## src/rtl/task_sequencer.sv

```systemverilog
// task_sequencer: PL-side controller for the PS<->PL task mailbox. Dispatches one task engine
// per TV_IN_READY request. Define TASK_SEQ_TIMEOUT_EN to add the RUN-state watchdog and abort.
module task_sequencer #(
    parameter int          NUM_TASKS      = 15,
    parameter logic [14:0] ENABLED_MASK   = 15'h7FFF,
    parameter int          INIT_CYCLES    = 16,
    parameter int          TIMEOUT_CYCLES = 1_000_000
) (
    input  logic        aclk,
    input  logic        aresetn,
    input  logic        reg_wr_en,
    input  logic [4:0]  reg_wr_addr,
    input  logic [31:0] reg_wr_data,
    input  logic        reg_rd_en,
    input  logic [4:0]  reg_rd_addr,
    output logic [31:0] reg_rd_data,
    output logic        reg_rd_valid,
    output logic [3:0]  task_id,
    output logic        task_start,
    input  logic        task_done,
    output logic        task_abort,
    output logic        busy
);

    localparam logic [4:0] ADDR_PL_READY = 5'h00;
    localparam logic [4:0] ADDR_ENABLED  = 5'h04;
    localparam logic [4:0] ADDR_CURRENT  = 5'h08;
    localparam logic [4:0] ADDR_TV_IN    = 5'h0C;
    localparam logic [4:0] ADDR_TV_OUT   = 5'h10;
    localparam logic [4:0] ADDR_STATUS   = 5'h14;

    localparam int                INIT_W    = (INIT_CYCLES > 1) ? $clog2(INIT_CYCLES) : 1;
    localparam logic [INIT_W-1:0] INIT_LAST = INIT_W'(INIT_CYCLES - 1);

    typedef enum logic [2:0] {
        S_INIT,
        S_WAIT_IN,
        S_CHECK,
        S_START,
        S_RUN,
        S_DONE
    } state_t;

    state_t            state_q;
    logic [INIT_W-1:0] init_cnt_q;
    logic              pl_ready_q;
    logic [3:0]        current_task_q;
    logic              tv_in_ready_q;
    logic              tv_out_ready_q;
    logic              err_invalid_q;
    logic              err_timeout;
    logic [15:0]       count_q;
    logic              completed_q;
    logic [3:0]        task_id_q;
    logic              task_start_q;
    logic              busy_q;
    logic [31:0]       rd_data_d;
    logic [31:0]       rd_data_q;
    logic              rd_valid_q;

    logic wr_current;
    logic wr_tv_in;
    logic id_valid;
    logic unused_wdata;

    assign wr_current   = reg_wr_en && (reg_wr_addr == ADDR_CURRENT);
    assign wr_tv_in     = reg_wr_en && (reg_wr_addr == ADDR_TV_IN);
    assign unused_wdata = ^reg_wr_data[31:4];

`ifdef TASK_SEQ_TIMEOUT_EN
    localparam logic [31:0] WD_LAST = 32'(TIMEOUT_CYCLES - 1);

    logic [31:0] wd_q;
    logic        err_timeout_q;
    logic        task_abort_q;

    assign err_timeout = err_timeout_q;
    assign task_abort  = task_abort_q;
`else
    logic [31:0] unused_timeout;

    assign unused_timeout = 32'(TIMEOUT_CYCLES);
    assign err_timeout    = 1'b0;
    assign task_abort     = 1'b0;
`endif

    // Id is checked against both the id range and the implemented-engine mask.
    always_comb begin
        // NOTE: every always_comb output gets a default first so no path can infer a latch.
        id_valid = 1'b0;
        if (current_task_q != 4'd0 && 32'(current_task_q) <= 32'(NUM_TASKS)) begin
            id_valid = ENABLED_MASK[current_task_q - 4'd1];
        end
    end

    always_comb begin
        rd_data_d = '0;
        case (reg_rd_addr)
            ADDR_PL_READY: rd_data_d = {31'b0, pl_ready_q};
            ADDR_ENABLED:  rd_data_d = {17'b0, ENABLED_MASK};
            ADDR_CURRENT:  rd_data_d = {28'b0, current_task_q};
            ADDR_TV_IN:    rd_data_d = {31'b0, tv_in_ready_q};
            ADDR_TV_OUT:   rd_data_d = {31'b0, tv_out_ready_q};
            ADDR_STATUS:   rd_data_d = {count_q, 14'b0, err_timeout, err_invalid_q};
            default:       rd_data_d = '0;
        endcase
    end

    // Reads sample the registers before this edge's writes, giving pre-write data.
    always_ff @(posedge aclk or negedge aresetn) begin
        if (!aresetn) begin
            rd_data_q  <= '0;
            rd_valid_q <= 1'b0;
        end else begin
            // NOTE: sequential state uses non-blocking assignments so every register sees
            // the pre-edge values of the others, independent of statement order.
            rd_valid_q <= reg_rd_en;
            rd_data_q  <= reg_rd_en ? rd_data_d : '0;
        end
    end

    always_ff @(posedge aclk or negedge aresetn) begin
        if (!aresetn) begin
            state_q        <= S_INIT;
            init_cnt_q     <= '0;
            pl_ready_q     <= 1'b0;
            current_task_q <= '0;
            tv_in_ready_q  <= 1'b0;
            tv_out_ready_q <= 1'b0;
            err_invalid_q  <= 1'b0;
            count_q        <= '0;
            completed_q    <= 1'b0;
            task_id_q      <= '0;
            task_start_q   <= 1'b0;
            busy_q         <= 1'b0;
`ifdef TASK_SEQ_TIMEOUT_EN
            wd_q           <= '0;
            err_timeout_q  <= 1'b0;
            task_abort_q   <= 1'b0;
`endif
        end else begin
            task_start_q <= 1'b0;
`ifdef TASK_SEQ_TIMEOUT_EN
            task_abort_q <= 1'b0;
`endif
            if (wr_current) begin
                current_task_q <= reg_wr_data[3:0];
            end

            case (state_q)
                S_INIT: begin
                    if (init_cnt_q == INIT_LAST) begin
                        state_q    <= S_WAIT_IN;
                        pl_ready_q <= 1'b1;
                    end else begin
                        init_cnt_q <= init_cnt_q + 1'b1;
                    end
                end
                S_WAIT_IN: begin
                    if (tv_in_ready_q) begin
                        state_q        <= S_CHECK;
                        pl_ready_q     <= 1'b0;
                        tv_out_ready_q <= 1'b0;
                        busy_q         <= 1'b1;
                    end
                end
                S_CHECK: begin
                    task_id_q   <= current_task_q;
                    completed_q <= 1'b0;
                    if (id_valid) begin
                        state_q       <= S_START;
                        task_start_q  <= 1'b1;
                        err_invalid_q <= 1'b0;
`ifdef TASK_SEQ_TIMEOUT_EN
                        err_timeout_q <= 1'b0;
`endif
                    end else begin
                        state_q       <= S_DONE;
                        err_invalid_q <= 1'b1;
                        busy_q        <= 1'b0;
                    end
                end
                S_START: begin
                    state_q <= S_RUN;
`ifdef TASK_SEQ_TIMEOUT_EN
                    wd_q    <= '0;
`endif
                end
                S_RUN: begin
                    if (task_done) begin
                        state_q     <= S_DONE;
                        completed_q <= 1'b1;
                        busy_q      <= 1'b0;
                    end
`ifdef TASK_SEQ_TIMEOUT_EN
                    else if (wd_q == WD_LAST) begin
                        state_q       <= S_DONE;
                        task_abort_q  <= 1'b1;
                        err_timeout_q <= 1'b1;
                        busy_q        <= 1'b0;
                    end else begin
                        wd_q <= wd_q + 32'd1;
                    end
`endif
                end
                S_DONE: begin
                    state_q        <= S_WAIT_IN;
                    tv_in_ready_q  <= 1'b0;
                    tv_out_ready_q <= 1'b1;
                    pl_ready_q     <= 1'b1;
                    if (completed_q) begin
                        count_q <= count_q + 16'd1;
                    end
                end
                default: state_q <= S_INIT;
            endcase

            // Placed after the FSM so a PS set wins over the hardware clear in DONE.
            if (wr_tv_in) begin
                tv_in_ready_q <= reg_wr_data[0];
            end
        end
    end

    assign reg_rd_data  = rd_data_q;
    assign reg_rd_valid = rd_valid_q;
    assign task_id      = task_id_q;
    assign task_start   = task_start_q;
    assign busy         = busy_q;

endmodule

```

## config.mk

```make
export PLATFORM = sky130hd
export DESIGN_NAME = task_sequencer
export DESIGN_NICKNAME = d
export VERILOG_FILES = /design/src/rtl/task_sequencer.sv
export SDC_FILE = /design/constraint.sdc
export NUM_CORES = 1
export LEC_CHECK = 0
export CAP_MARGIN = 25
export CELL_PAD_IN_SITES_DETAIL_PLACEMENT = 0
export CELL_PAD_IN_SITES_GLOBAL_PLACEMENT = 1
export CORE_ASPECT_RATIO = 0.5
export CORE_MARGIN = 2
export CORE_UTILIZATION = 31
export DETAILED_ROUTE_END_ITERATION = 8
export PLACE_DENSITY_LB_ADDON = 0.1
export SKIP_LAST_GASP = 1
export SLEW_MARGIN = 15
export SYNTH_ARGS = -nofsm -noshare
export SYNTH_HDL_FRONTEND = slang
export SYNTH_SLANG_ARGS = --single-unit
```

## constraint.sdc

```tcl
create_clock -name aclk -period 1.3 [get_ports aclk]
set_input_delay 0.39 -clock aclk [delete_from_list [all_inputs] [get_ports aclk]]
set_output_delay 0.39 -clock aclk [all_outputs]
set_load 0.02 [all_outputs]
```

==> impl_metrics.csv <==
group,metric,value,unit
synthesis,syn_area_per_cell,11.8,um2
critical_path,crit_chain,"nand4b_4, buf_4, nor4_4, nand3_1, xnor2_1",
pwr,p_seq_frac,0.372,
floorplan,num_rows,23,
flow_run,maxCapViolCount,0,
clock_network,clockBufferDepth,2,
clock_network,cts_tree,"built",
global_route,antenna_found_initial,0,
critical_path,critPathArrivalTime,1.56,ns
placed_design,place.gp.congestion,0.727,
timing,finalWorstSetupSlack,-0.0599,ns
detailed_routing,drt-total-wl,5.69,mm
floorplan,die_x,133,um
status,outcome,"finished, violations left",
detailed_routing,via_per_inst,4.32,
status,violations,"setup timing",
layout,fin_nets,373,
pwr,pwr-share-comb,0.269,
clock_network,cts_max_level,3,
critical_path,slowest_delay,0.39,ns
timing,finalCritPeriodShare,1.05,
floorplan,start_util,0.321,
clock_network,cts_made_buffers,9,
critical_path,critPathSlowestCell,"dfrtp_1",
clock_network,numClockSinks,60,
detailed_routing,drtIter0Drc,60,
timing,setup_viol,14,
timing,rsz0062_at_grt,"yes",
synthesis,ys_ff_latch,60,
synthesis,yosysUniqueCellTypes,36,
layout,mostFrequentLayoutCells,"dfrtp_1, buf_4, buf_2, and2_1, nand2_1",
floorplan,core,8030,um2
layout,num_antenna_cells,0,
pwr,swShare,0.282,
detailed_routing,drc,0,
detailed_routing,ant_nets,0,
detailed_routing,first_pass_iters,4,
clock_network,clockRootBuffer,"clkbuf_16",
timing,finalHoldViolCount,0,
timing,final.setup_skew,0.00462,ns
critical_path,crit_buf_inv,1,
pwr,switchingPower,1750,uW
critical_path,path_class,"register to register",
global_route,grt_pass1_vias,1966,
synthesis,synth_cells,219,
layout,area_delta_synth_final,49.9,%
floorplan,die_y,68.5,um
timing,finalSetupTns,-0.518,ns
pwr,clkPwrFrac,0.359,
synthesis,synth_seq_area_share,0.582,
global_route,grt.total_usage,0.136,
layout,mostFrequentLayoutCell,"dfrtp_1",
pwr,power,6200,uW
detailed_routing,vias,1899,
timing,maxSlewViolCount,0,
clock_network,clk_pin_slew,0.05,ns
placed_design,io_buffers,56,
critical_path,startpoint_type,"register",
floorplan,top_level_ports,87,
clock_network,clock_latency,0.32,ns
timing,clock.fmax,0.735,GHz
worst_hold_path,hold_path.class,"input port to asynchronous set/reset pin",
global_route,grt_pass1_wl,9.27,mm
pwr,peakVddDrop,0.000669,V
detailed_routing,wire_per_inst,12.9,um
critical_path,cp_top_family,"simple AND/OR/NAND/NOR gates",
global_route,grt_max_degree,61,
critical_path,endpoint_kind,"register",
floorplan,dieArea,9110,um2
layout,drive_gt1_frac,0.460,
global_route,grt_remaining_overflow,0,
placed_design,place_inst,409,
timing,period_minus_slack,1.36,ns
pwr,p_int,4450,uW
pwr,p_leak,0.00201,uW
synthesis,syn-cell-area,2580,um2
placed_design,hpwl,3.74,mm
layout,final_cells,440,
synthesis,synth_warnings,0,
critical_path,crit_required,1.50,ns
critical_path,cp_max_fo,5,
pwr,power_density,1600,nW/um2
-- through the flow --
stage | setup WS, ns | area [um2] | hold slack [ns] | util
4_1_cts | -0.0541 | 3740 | 0.0740 | 0.466
3_3_place_gp | -0.456 | 3480 | 0.419 | 0.433
2_1_floorplan | 0.00206 | 2590 | 0.0944 | -
3_5_place_dp | -0.493 | 3480 | 0.423 | 0.433
5_1_grt | -0.129 | 3870 | 0.0930 | 0.482
6_report | -0.0599 | 3870 | 0.0584 | 0.482
-- power by group through the flow --
stage | Clock [uW] | Combinational (uW) | Sequential [uW]
6_report | 2230 | 1670 | 2300
5_1_grt | 2390 | 1830 | 2330
4_1_cts | 2300 | 1590 | 2300
3_5_place_dp | 0 | 1430 | 2330
3_3_place_gp | 0 | 1430 | 2330
2_1_floorplan | 0 | 694 | 2420
-- layout make-up --
cell class / count / area (um2)
clock buffer: 14 / 284
clock inverter: 1 / 5.00
fill: 748 / 4160
inverter: 4 / 15.0
multi-input combinational: 140 / 1100
sequential: 60 / 1500
tap: 112 / 140
timing repair buffer: 109 / 820
-- path summary, 6_finish.rpt --
path	endpoint	slack [ns]	start	cells past startpoint
max in group asynchronous	count_q[7]$_DFFE_PN0P_	0.95	aresetn	2
min	task_id[1]$_DFFE_PN0P_	0.06	aresetn	2
max	count_q[11]$_DFFE_PN0P_	-0.06	state_q[1]$_DFFE_PN0P_	5
min reg2reg	count_q[13]$_DFFE_PN0P_	0.49	count_q[13]$_DFFE_PN0P_	1
min in group aclk	reg_rd_valid$_DFF_PN0_	0.33	reg_rd_en	1
max reg2reg	count_q[11]$_DFFE_PN0P_	-0.06	state_q[1]$_DFFE_PN0P_	5
-- worst reg2reg max path, stage by stage, from the launching register on --
cell and delay, ns:
dfrtp_1 0.39, nand4b_4 0.25, buf_4 0.20, nor4_4 0.14, nand3_1 0.13, xnor2_1 0.13
-- metal layers --
layer,up-vias,wire [um],track usage
li1,937,-,-
met1,919,2470,0.148
met2,36,2890,0.244
met3,7,256,0.0504
met4,0,77,0.0645
met5,-,0,0
-- cell usage after synthesis --
master	instances	area share
buf_2	1	0.0019
a21oi_1	8	0.016
nor3b_1	1	0.0029
and4b_2	1	0.0044
conb_1	1	0.0015
inv_1	4	0.0058
xnor2_1	10	0.034
buf_4	14	0.041
ha_1	2	0.0097
nor3_1	2	0.0039
clkbuf_1	1	0.0015
nor4_1	3	0.0073
nor2b_1	3	0.0073
nand4_1	3	0.0073
a22o_1	1	0.0034
o2bb2ai_1	1	0.0034
mux2i_1	2	0.0078
nor2_1	11	0.016
o21ai_0	7	0.014
xor2_1	7	0.024
nand3_4	1	0.0068
nor3_4	2	0.013
nand2_1	20	0.029
and4b_1	1	0.0039
or2b_1	1	0.0029
mux2_2	10	0.044
dfrtp_1	60	0.58
and2_1	17	0.041
nand4b_4	1	0.0092
nand3_2	1	0.0039
a31oi_1	4	0.0097
and3_1	2	0.0048
nand3_1	12	0.023
nor4_4	1	0.0082
nand2b_1	2	0.0048
or2_2	1	0.0024
-- flip-flops by register name (all words and copies together) (netlist names) --
name,cells
busy,1
completed_q,1
count_q,16
current_task_q,4
err_invalid_q,1
init_cnt_q,4
pl_ready_q,1
reg_rd_data,21
reg_rd_valid,1
state_q,3
task_id,4
task_start,1
tv_in_ready_q,1
tv_out_ready_q,1
-- logic make-up (layout without fill, tap and decap cells) --
group           after synthesis  count (layout)  share of synthesized area
simple gates                 86              86                      0.202
flops                        60              60                      0.582
compound gates               21              21                     0.0456
buf+inv                      20             128                     0.0499
xor+xnor                     17              17                     0.0577
mux                          12              12                     0.0514
fa+ha+maj                     2               2                    0.00970
other cells                   1               2                    0.00145
-- timing repair --
action | CTS | global route
buffers inserted | 11 | 4
gates resized for setup | 182 | 19
setup endpoints to repair | 78 | 53
gates cloned | 0 | 1
hold buffers | 0 | 0
pin swaps | 15 | 19
Note: power is estimated with default switching activity, not from simulation.
